===== src/rtl/mult_pkg.sv =====
// Shared definitions for the multiplier project: FSM state encoding and default operand width.
package mult_pkg;

  localparam int MULT_W = 4;

  typedef enum logic [1:0] {
    ST_IDLE = 2'd0,
    ST_CALC = 2'd1,
    ST_DONE = 2'd2
  } state_e;

endpackage


===== src/rtl/mult_seq_ctrl_if.sv =====
// Start/done handshake and operand/product bus of the sequential multiplier.
interface mult_seq_ctrl_if #(
  parameter int W = mult_pkg::MULT_W
);

  logic           start;
  logic [W-1:0]   a;
  logic [W-1:0]   b;
  logic           ready;
  logic           busy;
  logic           done;
  logic [2*W-1:0] p;

  modport master (
    output start, a, b,
    input  ready, busy, done, p
  );

  modport slave (
    input  start, a, b,
    output ready, busy, done, p
  );

endinterface


===== src/rtl/mult_seq_ctrl_add_row.sv =====
// W-bit ripple-carry adder row built from W full-adder cells.
module add_row #(
  parameter int W = 4
) (
  input  logic [W-1:0] x,
  input  logic [W-1:0] y,
  input  logic         cin,
  output logic [W-1:0] sum,
  output logic         cout
);

  logic [W:0] carry;

  assign carry[0] = cin;

  for (genvar i = 0; i < W; i++) begin : g_fa
    assign sum[i]     = x[i] ^ y[i] ^ carry[i];
    assign carry[i+1] = (x[i] & y[i]) | (carry[i] & (x[i] ^ y[i]));
  end

  assign cout = carry[W];

endmodule


===== src/rtl/mult_seq_ctrl.sv =====
// Shift-add W x W unsigned multiplier sharing one adder row over W cycles.
// Define MULT_SEQ_EARLY_TERM_EN to finish early once the remaining multiplier bits are zero.
module mult_seq_ctrl
  import mult_pkg::*;
#(
  parameter int W = MULT_W
) (
  input  logic            clk,
  input  logic            rst,
  mult_seq_ctrl_if.slave  bus
);

  localparam int             CW       = $clog2(W + 1);
  localparam logic [CW-1:0]  CNT_LAST = CW'(W - 1);

  state_e         state_q, state_d;
  logic [W-1:0]   a_q, a_d;
  logic [2*W-1:0] acc_q, acc_d;
  logic [2*W-1:0] p_q, p_d;
  logic [CW-1:0]  cnt_q, cnt_d;

  logic [W-1:0]   addend;
  logic [W-1:0]   sum;
  logic           cout;
  logic [2*W-1:0] step_val;

  // Gating the addend instead of the sum keeps cout at 0 on non-add steps.
  assign addend = acc_q[0] ? a_q : '0;

  add_row #(.W(W)) u_add_row (
    .x    (acc_q[2*W-1:W]),
    .y    (addend),
    .cin  (1'b0),
    .sum  (sum),
    .cout (cout)
  );

  assign step_val = {cout, sum, acc_q[W-1:1]};

`ifdef MULT_SEQ_EARLY_TERM_EN
  logic [W-1:0]   low_mask;
  logic           rest_zero;
  logic [CW-1:0]  sh_amt;
  logic [2*W-1:0] short_val;

  // After cnt shifts the unconsumed multiplier bits sit in acc_q[W-1-cnt:0].
  assign low_mask  = {W{1'b1}} >> cnt_q;
  assign rest_zero = ((acc_q[W-1:0] & low_mask) == '0);
  assign sh_amt    = CW'(W) - cnt_q;
  assign short_val = acc_q >> sh_amt;
`endif

  always_comb begin
    // NOTE: every signal gets a default first so no path through the case leaves a latch.
    state_d = state_q;
    a_d     = a_q;
    acc_d   = acc_q;
    cnt_d   = cnt_q;
    p_d     = p_q;

    case (state_q)
      ST_IDLE, ST_DONE: begin
        if (bus.start) begin
          a_d     = bus.a;
          acc_d   = {{W{1'b0}}, bus.b};
          cnt_d   = '0;
          state_d = ST_CALC;
        end else if (state_q == ST_DONE) begin
          state_d = ST_IDLE;
        end
      end

      ST_CALC: begin
        acc_d = step_val;
        cnt_d = cnt_q + CW'(1);
        if (cnt_q == CNT_LAST) begin
          p_d     = step_val;
          state_d = ST_DONE;
        end
`ifdef MULT_SEQ_EARLY_TERM_EN
        if (rest_zero) begin
          acc_d   = short_val;
          p_d     = short_val;
          state_d = ST_DONE;
        end
`endif
      end

      default: state_d = ST_IDLE;
    endcase
  end

  always_ff @(posedge clk) begin
    // NOTE: non-blocking assignments so every flop samples pre-edge values regardless of order.
    if (rst) begin
      state_q <= ST_IDLE;
      a_q     <= '0;
      acc_q   <= '0;
      p_q     <= '0;
      cnt_q   <= '0;
    end else begin
      state_q <= state_d;
      a_q     <= a_d;
      acc_q   <= acc_d;
      p_q     <= p_d;
      cnt_q   <= cnt_d;
    end
  end

  assign bus.ready = (state_q != ST_CALC);
  assign bus.busy  = (state_q == ST_CALC);
  assign bus.done  = (state_q == ST_DONE);
  assign bus.p     = p_q;

endmodule


===== src/flat_wrapper.sv =====
// flat-port wrapper written by rule: the top's interface ports become plain ports
module mult_seq_ctrl_flat import mult_pkg::*;
#(
  parameter int W = MULT_W
)
  (clk, rst, bus_start, bus_a, bus_b, bus_ready, bus_busy, bus_done, bus_p);
  mult_seq_ctrl_if #(.W(W)) bus_i ();
  input  logic clk;
  input  logic rst;
  input wire logic [$bits(bus_i.start)-1:0] bus_start;
  input wire logic [$bits(bus_i.a)-1:0] bus_a;
  input wire logic [$bits(bus_i.b)-1:0] bus_b;
  output wire logic [$bits(bus_i.ready)-1:0] bus_ready;
  output wire logic [$bits(bus_i.busy)-1:0] bus_busy;
  output wire logic [$bits(bus_i.done)-1:0] bus_done;
  output wire logic [$bits(bus_i.p)-1:0] bus_p;
  assign bus_i.start = bus_start;
  assign bus_i.a = bus_a;
  assign bus_i.b = bus_b;
  assign bus_ready = bus_i.ready;
  assign bus_busy = bus_i.busy;
  assign bus_done = bus_i.done;
  assign bus_p = bus_i.p;
  mult_seq_ctrl #(.W(W)) u_core (.clk(clk), .rst(rst), .bus(bus_i));
endmodule

===== config.mk =====
export PLATFORM = sky130hd
export DESIGN_NAME = mult_seq_ctrl_flat
export DESIGN_NICKNAME = d
export VERILOG_FILES = /design/src/rtl/mult_pkg.sv /design/src/rtl/mult_seq_ctrl_if.sv /design/src/rtl/mult_seq_ctrl_add_row.sv /design/src/rtl/mult_seq_ctrl.sv /design/src/flat_wrapper.sv
export SDC_FILE = /design/constraint.sdc
export NUM_CORES = 1
export LEC_CHECK = 0
export CAP_MARGIN = 15
export CORE_MARGIN = 2
export CORE_UTILIZATION = 25
export CTS_BUF_LIST = sky130_fd_sc_hd__clkbuf_4 sky130_fd_sc_hd__clkbuf_8
export DETAILED_ROUTE_END_ITERATION = 16
export GPL_ROUTABILITY_DRIVEN = 0
export PLACE_DENSITY = 0.47
export SLEW_MARGIN = 20
export SYNTH_ARGS = -nofsm -noshare
export SYNTH_HDL_FRONTEND = slang
export SYNTH_HIERARCHICAL = 1
export SYNTH_SLANG_ARGS = --single-unit

===== constraint.sdc =====
create_clock -name clk -period 5 [get_ports clk]
set_input_delay 1 -clock clk [delete_from_list [all_inputs] [get_ports clk]]
set_output_delay 1 -clock clk [all_outputs]
set_load 0.005 [all_outputs]

== Word level (Yosys, flattened, before mapping) ==
Cells that the tools add are included.

* Add/sub/neg operators: 1
* Multiplexer cells: 9
* Bitwise logic cells: 17
* Equality and inequality tests: 7
* Reductions and logical operators: 7

{| class="wikitable"
|+ Operator list
! cell !! count
|-
| case mux 8 bit (2 select lines) || 1
|-
| two-way mux 8 bit || 1
|-
| AND reduction 2 bit || 4
|-
| bitwise AND 1 bit || 7
|-
| XOR 1 bit || 7
|-
| two-way mux 2 bit || 3
|-
| case mux 3 bit (2 select lines) || 1
|-
| two-way mux 4 bit || 1
|-
| inequality test 2 x 1 -> 1 bit, second input constant || 2
|-
| case mux 2 bit (2 select lines) || 1
|-
| adder 3 x 1 -> 3 bit, second input constant || 1
|-
| == test 3 x 2 -> 1 bit, second input constant || 1
|-
| two-way mux 3 bit || 1
|-
| inequality test 3 bit, second input constant || 1
|-
| OR 1 bit || 3
|-
| == test 2 x 1 -> 1 bit, second input constant || 1
|-
| == test 2 bit, second input constant || 1
|-
| logical NOT 2 bit || 1
|-
| inequality test 2 bit, second input constant || 1
|-
| nonzero test 2 bit || 1
|-
| OR reduction 2 bit || 1
|}

* Word-level logic and storage cells: 46
* Output and inout port bits: 11
* Register bits: 25
* Input bits: 11

== Longest topological paths before layout ==
Gate-level depths: netlist of run 1.

* Word-level depth: 9
* Mapped depth: 11
* Depth with buffers taken out: 11

== By module ==
Netlist of run 1, hierarchy kept.

{| class="wikitable"
|+ Modules (own cells, without submodules)
! module !! cells each !! instances !! area each (µm²) !! seq. area each (µm²)
|-
| mult_seq_ctrl || 125 || 1 || 1,096.1 || 500.5
|-
| add_row || 14 || 1 || 117.6 || 0.0
|}

== Worst setup path after synthesis of run 1 ==
No wires, ideal clock.

* Kind: register to register
* From: reg u_core.acc_q[0]
* To: reg u_core.p_q[6], in the netlist u_core/bus.p[6]
* Clock period less this slack: 2,239 ps
* Path buffers: 0
* Required time: 4,934 ps
* Cell stages (with the launch flop): 12
* Arrival: 2,173 ps
* Setup time: 66 ps
* Setup slack: 2,761 ps
* Cells stage by stage: dfxtp_1 > and2_1 > fa_1 > inv_1 > fa_1 > inv_1 > fa_1 > inv_1 > fa_1 > inv_1 > nand3_2 > a21oi_2

* Longest elaborated chain between the ends: 7
* Elaborated cells on any way between the ends: 12
* Classes of those cells: mux: 1; bitwise: 11

{| class="wikitable"
|+ RTL lines
! element !! line !! text
|-
| start: declaration || mult_seq_ctrl.sv:18 || <nowiki>logic [2*W-1:0] acc_q, acc_d;</nowiki>
|-
| start signal: assignment || mult_seq_ctrl.sv:98 || <nowiki>acc_q <= '0;</nowiki>
|-
| start signal: assignment || mult_seq_ctrl.sv:104 || <nowiki>acc_q <= acc_d;</nowiki>
|-
| two-way mux 4 bit || mult_seq_ctrl.sv:28 || <nowiki>assign addend = acc_q[0] ? a_q : '0;</nowiki>
|-
| net u_core.addend[0] || mult_seq_ctrl.sv:22 || <nowiki>logic [W-1:0] addend;</nowiki>
|-
| bitwise AND 1 bit (2 in a row) || mult_seq_ctrl_add_row.sv:18 || <nowiki>assign carry[i+1] = (x[i] & y[i]) | (carry[i] & (x[i] ^ y[i]));</nowiki>
|-
| OR 1 bit || mult_seq_ctrl_add_row.sv:18 ||
|-
| bitwise AND 1 bit || mult_seq_ctrl_add_row.sv:18 ||
|-
| OR 1 bit || mult_seq_ctrl_add_row.sv:18 ||
|-
| XOR 1 bit || mult_seq_ctrl_add_row.sv:17 || <nowiki>assign sum[i] = x[i] ^ y[i] ^ carry[i];</nowiki>
|-
| net u_core.sum[3] || mult_seq_ctrl.sv:23 || <nowiki>logic [W-1:0] sum;</nowiki>
|-
| end signal: assignment || mult_seq_ctrl.sv:105 || <nowiki>p_q <= p_d;</nowiki>
|-
| end: declaration || mult_seq_ctrl.sv:19 || <nowiki>logic [2*W-1:0] p_q, p_d;</nowiki>
|}

The timed path passes the listed nets, and every way through them passes these cells.
A chain may end at the register's enable or synchronous reset.

== Worst setup path after layout of run 1 ==
* From: reg u_core.state_q[0]
* To: out bus_busy

* Longest elaborated chain between the ends: 1

{| class="wikitable"
|+ RTL lines
! element !! line !! text
|-
| start: declaration || mult_seq_ctrl.sv:16 || <nowiki>state_e state_q, state_d;</nowiki>
|-
| start signal: assignment || mult_seq_ctrl.sv:102 || <nowiki>state_q <= state_d;</nowiki>
|-
| == test 2 x 1 -> 1 bit || mult_seq_ctrl.sv:111 || <nowiki>assign bus.busy = (state_q == ST_CALC);</nowiki>
|-
| end: declaration || flat_wrapper.sv:14 || <nowiki>output wire logic [$bits(bus_i.busy)-1:0] bus_busy;</nowiki>
|}

No other way between the ends.

==> metrics, run 1 <==
routed length per instance 11.4 um; CP max-delay cell clkdlybuf4s50_1; Avg Synthesized Cell Area 8.73 um2; Die X about 74 um; Port Buffers 21; area leader, netlist dfxtp_1; Syn-to-layout area delta 19.9%; sequential area share after synthesis 0.412; Max Clock Freq 330 MHz; placed cell count 204; post-CTS sizing 0; worst path cell trace nand2b_1, inv_6, clkdlybuf4s50_1; Synth Instances 139; first-pass iteration count of the detailed router 4; setup TNS 0 ns; crit start category flop; DIE AREA roughly 5400 um2; final setup fails 0; clock latency on the worst-skew pair 0.26 ns; row cnt 25; Hold WS 0.456 ns; Pwr Density 261 nW/um2; post-synthesis cell area 1210 um2; area taken by multi-input logic gates 583 um2; unique cell type count in the Yosys netlist 23; WL final 2370 um; status finished, final reports clean; GRT Resource Usage Total 0.0972; CTS buffer count 3; hpwl dp 1740 um; final non-filler cell total 208; Initial Util 0.259; Clock H-tree levels 1; Lkg Pwr 0.508 nW; endpoint class of the critical path output port; top-area cell type share of the netlist area 0.412; Root Driver clkbuf_8; CTS tree built; ANT cells 0; I/O pin total 22; first-pass GRT wire length 4100 um; Hold/Removal Path Class flop to flop; RSZ-0062 raised after global routing false; Setup WS pre-CTS 2.27 ns; Reg clk slew, reported paths 0.09 ns; fillers 504; Core Box Area 4690 um2; number of max-cap violations 0; initial antenna violation count 0; largest net degree at the start of global routing 26; Yosys reg bits 25; Critical Path RT 4.00 ns; Hold Buf Count CTS 0; postcts setup bufs 0; 1st-iter DRT viols between 40 and 50; Final Hold Vio Count 0; Worst EP arrival a little over 2 ns; nets@finish 172; worst-margin pin slew 0.857 ns; Synth Net Count 156; Slew Viols, Final 0; # DRC 0; layout cell share with drive strength beyond 1 0.117; top post-synthesis cells by area dfxtp_1, nand2_1, fa_1; CP max FO 18; slew margin rel. 0.429; VDD IR max 0.0000882 V; CP max stage delay 0.54 ns; yosys synthesis warning count 6; Tcrit/Tclk final 0.606; slack of the critical path 1.97 ns; Vias 916; CP Class flop to output port; grt total ovfl 0; skew final 0.00517 ns; final critical-path required period 3.03 ns; Sink Count 25; vias in the first global route 925; Post-DRT Antenna Nets 0; Die Span Y about 74 um; sequential cell area 500 um2; Clock Path Buffers 2; Avg Vias per Cell 4.40
==> registers in the layout (all words and copies together) (netlist names) <==
signal,flops
u_core/bus.p,8
u_core/acc_q,8
u_core/a_q,4
u_core/cnt_q,3
u_core/state_q,2
==> cells in the final DEF (no fill, tap or decap), drive strengths merged, types with 2 or more instances in the layout <==
master          n
inv            12
nand3          15
clkbuf          4
ha              2
dfxtp          25
a21oi          19
nor2b           2
a311oi          4
nor2            6
and2            4
fa              4
nand2          29
clkdlybuf4s50  20
nand2b          4
==> logic make-up (layout without fill, tap and decap cells) <==
family | Yosys count | in the layout | synth area share
other cells | 1 | 1 | 0.00309
flops | 25 | 25 | 0.412
simple gates | 61 | 61 | 0.244
fa+ha+maj | 6 | 6 | 0.0866
compound gates | 24 | 24 | 0.146
buf+inv | 22 | 37 | 0.107
==> per-layer routing <==
metal	up-vias	global-route usage	part of all wire
met5	-	0	0
met4	0	0.0485	0.016
met2	13	0.163	0.47
met1	424	0.119	0.49
li1	477	-	-
met3	2	0.0178	0.019
==> synthesized netlist by cell type <==
cell	number
buf_2	4
buf_6	3
nand3_2	4
nand3b_1	1
nand2b_1	4
inv_1	11
a21oi_1	15
ha_1	2
buf_4	1
a21oi_2	4
dfxtp_1	25
buf_8	1
conb_1	1
nor2_1	6
fa_1	4
nor2b_1	2
nand3_1	11
clkbuf_1	1
nand2_1	29
and2_1	4
o21a_1	1
inv_6	1
a311oi_2	4
==> worst max-delay path: cells and delay by family, from the launching register on <==
kind | cells | cell delay, ns
flip-flops | 1 | 0.40
AND/OR/NAND/NOR | 1 | 0.48
buffers and inverters | 2 | 0.87
==> path summary, 6_finish.rpt <==
| kind | start | depth (start not counted) | end | slack, ns |
|---|---|---|---|---|
| hold reg to reg | u_core/a_q[1] | 2 | u_core/a_q[1] | 0.46 |
| hold / removal | u_core/a_q[1] | 2 | u_core/a_q[1] | 0.46 |
| setup reg to reg | u_core/acc_q[0] | 11 | u_core/bus.p[6] | 2.60 |
| setup / recovery | u_core/state_q[0] | 3 | bus_busy | 1.97 |
==> final cells by class <==
cell class / instances / share of cell area
multi-input combinational: 92 / 0.401
sequential: 25 / 0.344
timing repair buffer: 21 / 0.141
tap: 54 / 0.0464
inverter: 12 / 0.0344
clock buffer: 4 / 0.0335
==> per-stage QoR <==
stage	power [mW]	area (um2)	utilization
floorplan	0.252	1210	-
global placement	0.260	1410	0.301
detailed placement	0.262	1410	0.301
CTS	0.388	1460	0.311
global route	0.399	1460	0.310
finish	0.380	1460	0.310
==> report_power, final <==
group          switching, mW  internal (mW)
clock                 0.0617         0.0623
sequential           0.00532          0.206
combinational         0.0261         0.0189
(Power assumes the default switching activity.)
==> run 2, diff against run 1 <==
PLACE_DENSITY = 0.49   (was 0.47)
clock period = 2.65 ns   (was 5 ns; I/O delays follow)
==> run 2 against run 1 <==
Against the previous run: clock skew grew 0.0041 ns; die area is the same; flip-flop and latch count is the same; largest power group unchanged.
==> metrics, run 2 (synthesis gave the netlist of run 1 again) <==
layout cell share with drive strength beyond 1 0.127; Initial Util 0.259; VDD IR max between 0.00015 and 0.0002 V; Die X ~74 um; status finished, final reports clean; clock power share 0.324; Root Driver clkbuf_8; 1st-iter DRT viols 37; Final Hold Vio Count 0; switching power ~0.19 mW; Combinational Power Share 0.122; metal3 WL 88 um; DR WL met2 1060 um; Reg clk slew, reported paths 0.10 ns; nets@finish 175; first-pass GRT wire length a little over 4000 um; Clock H-tree levels 1; fillers 508; GRT Resource Usage Total 0.0960; Post-DRT Antenna Nets 0; CTS buffer count 3; Net Sw Frac 0.258; slew margin rel. 0.605; most frequent cells in the layout nand2_1, dfxtp_1, clkdlybuf4s50_1; RSZ-0062 raised after global routing false; grt total ovfl 0; Internal Pwr Total 0.534 mW; Worst EP arrival around 2.6 ns; ANT cells 0; hpwl dp 1700 um; row cnt 25; endpoint class of the critical path flop; worst-margin pin slew 0.593 ns; Hold/Removal Path Class flop to flop; routed length per instance 10.8 um; Die Span Y 73.7 um; postcts setup bufs 0; Critical Path RT 2.85 ns; post-CTS sizing 0; Core Util, Final 0.316; vias in the first global route 929; Vias 912; final critical-path required period ~2.4 ns; skew final 0.00928 ns; Core Box Area 4690 um2; WL final 2280 um; M1 wire length around 1100 um; Slew Viols, Final 0; number of max-cap violations 0; crit start category flop; Hold Buf Count CTS 0; Clock Path Buffers 2; commonest non-fill, non-tap cell in the layout nand2_1; Max Clock Freq 424 MHz; initial antenna violation count 0; final setup fails 0; largest net degree at the start of global routing 26; Sink Count 25; Pwr Density approximately 490 nW/um2; first-pass iteration count of the detailed router 4; CP max FO 5; Top Layer Used met4; Tcrit/Tclk final 0.889; flop-to-flop setup slack 0.29 ns; Syn-to-layout area delta 22.2%; # DRC 0; Port Buffers 21; Avg Vias per Cell 4.32; I/O pin total 22; setup TNS 0 ns; CP Class flop to flop; DIE AREA 5430 um2; clock latency on the worst-skew pair 0.27 ns; part of the power in registers 0.553; Lkg Pwr 0.518 nW; CTS tree built
run 2: cell types whose count changed in the layout (fill, tap and decap cells not counted):
cell,change
buf_4,+3
buf_2,-1
clkbuf_4,-1
clkdlybuf4s50_1,+1
clkinvlp_4,+1
run 2: layer usage:
layer,track usage,vias to the layer above
li1,-,483
met3,0.0178,4
met1,0.125,409
met5,0,-
met4,0.0303,0
met2,0.160,16
run 2: path summary, 6_finish.rpt:
path,from,end,cells after the start
max reg2reg,u_core/acc_q[0],u_core/acc_q[6],11
max,u_core/acc_q[0],u_core/acc_q[6],11
min,u_core/a_q[0],u_core/a_q[0],2
min reg2reg,u_core/a_q[0],u_core/a_q[0],2
run 2: cell type report:
| cell class | count | area (um2) | area share |
|---|---|---|---|
| clock buffer | 3 | 41.3 | 0.0278 |
| clock inverter | 1 | 7.51 | 0.00506 |
| inverter | 12 | 50.0 | 0.0338 |
| multi-input combinational | 92 | 583 | 0.393 |
| sequential | 25 | 500 | 0.338 |
| tap | 54 | 67.6 | 0.0456 |
| timing repair buffer | 24 | 233 | 0.157 |
run 2: worst max-delay path, cell delays in order, from the launching register on:
cell,delay (ns)
dfxtp_1,0.34
and2_1,0.18
fa_1,0.41
inv_1,0.07
fa_1,0.16
inv_1,0.05
fa_1,0.35
inv_1,0.07
fa_1,0.40
inv_1,0.09
nand2_1,0.05
a21oi_1,0.12
run 2: stage by stage:
stage                     hold WS, ns  power (mW)  cell area (um2)  worst slack (ns)  std cells
after global routing            0.473       0.758             1480            0.0946        211
final                           0.457       0.720             1480             0.293        211
after floorplan                 0.432       0.475             1210             0.411        139
after CTS                       0.461       0.727             1480             0.275        211
after detailed placement        0.447       0.497             1430             0.302        207
after global placement          0.446       0.495             1430             0.359        207
run 2: power groups by stage:
stage	logic, mW	clock network, mW	registers, mW
floorplan	0.0703	0	0.404
global placement	0.0883	0	0.407
detailed placement	0.0894	0	0.407
CTS	0.0896	0.239	0.399
global route	0.0999	0.257	0.401
finish	0.0882	0.233	0.398
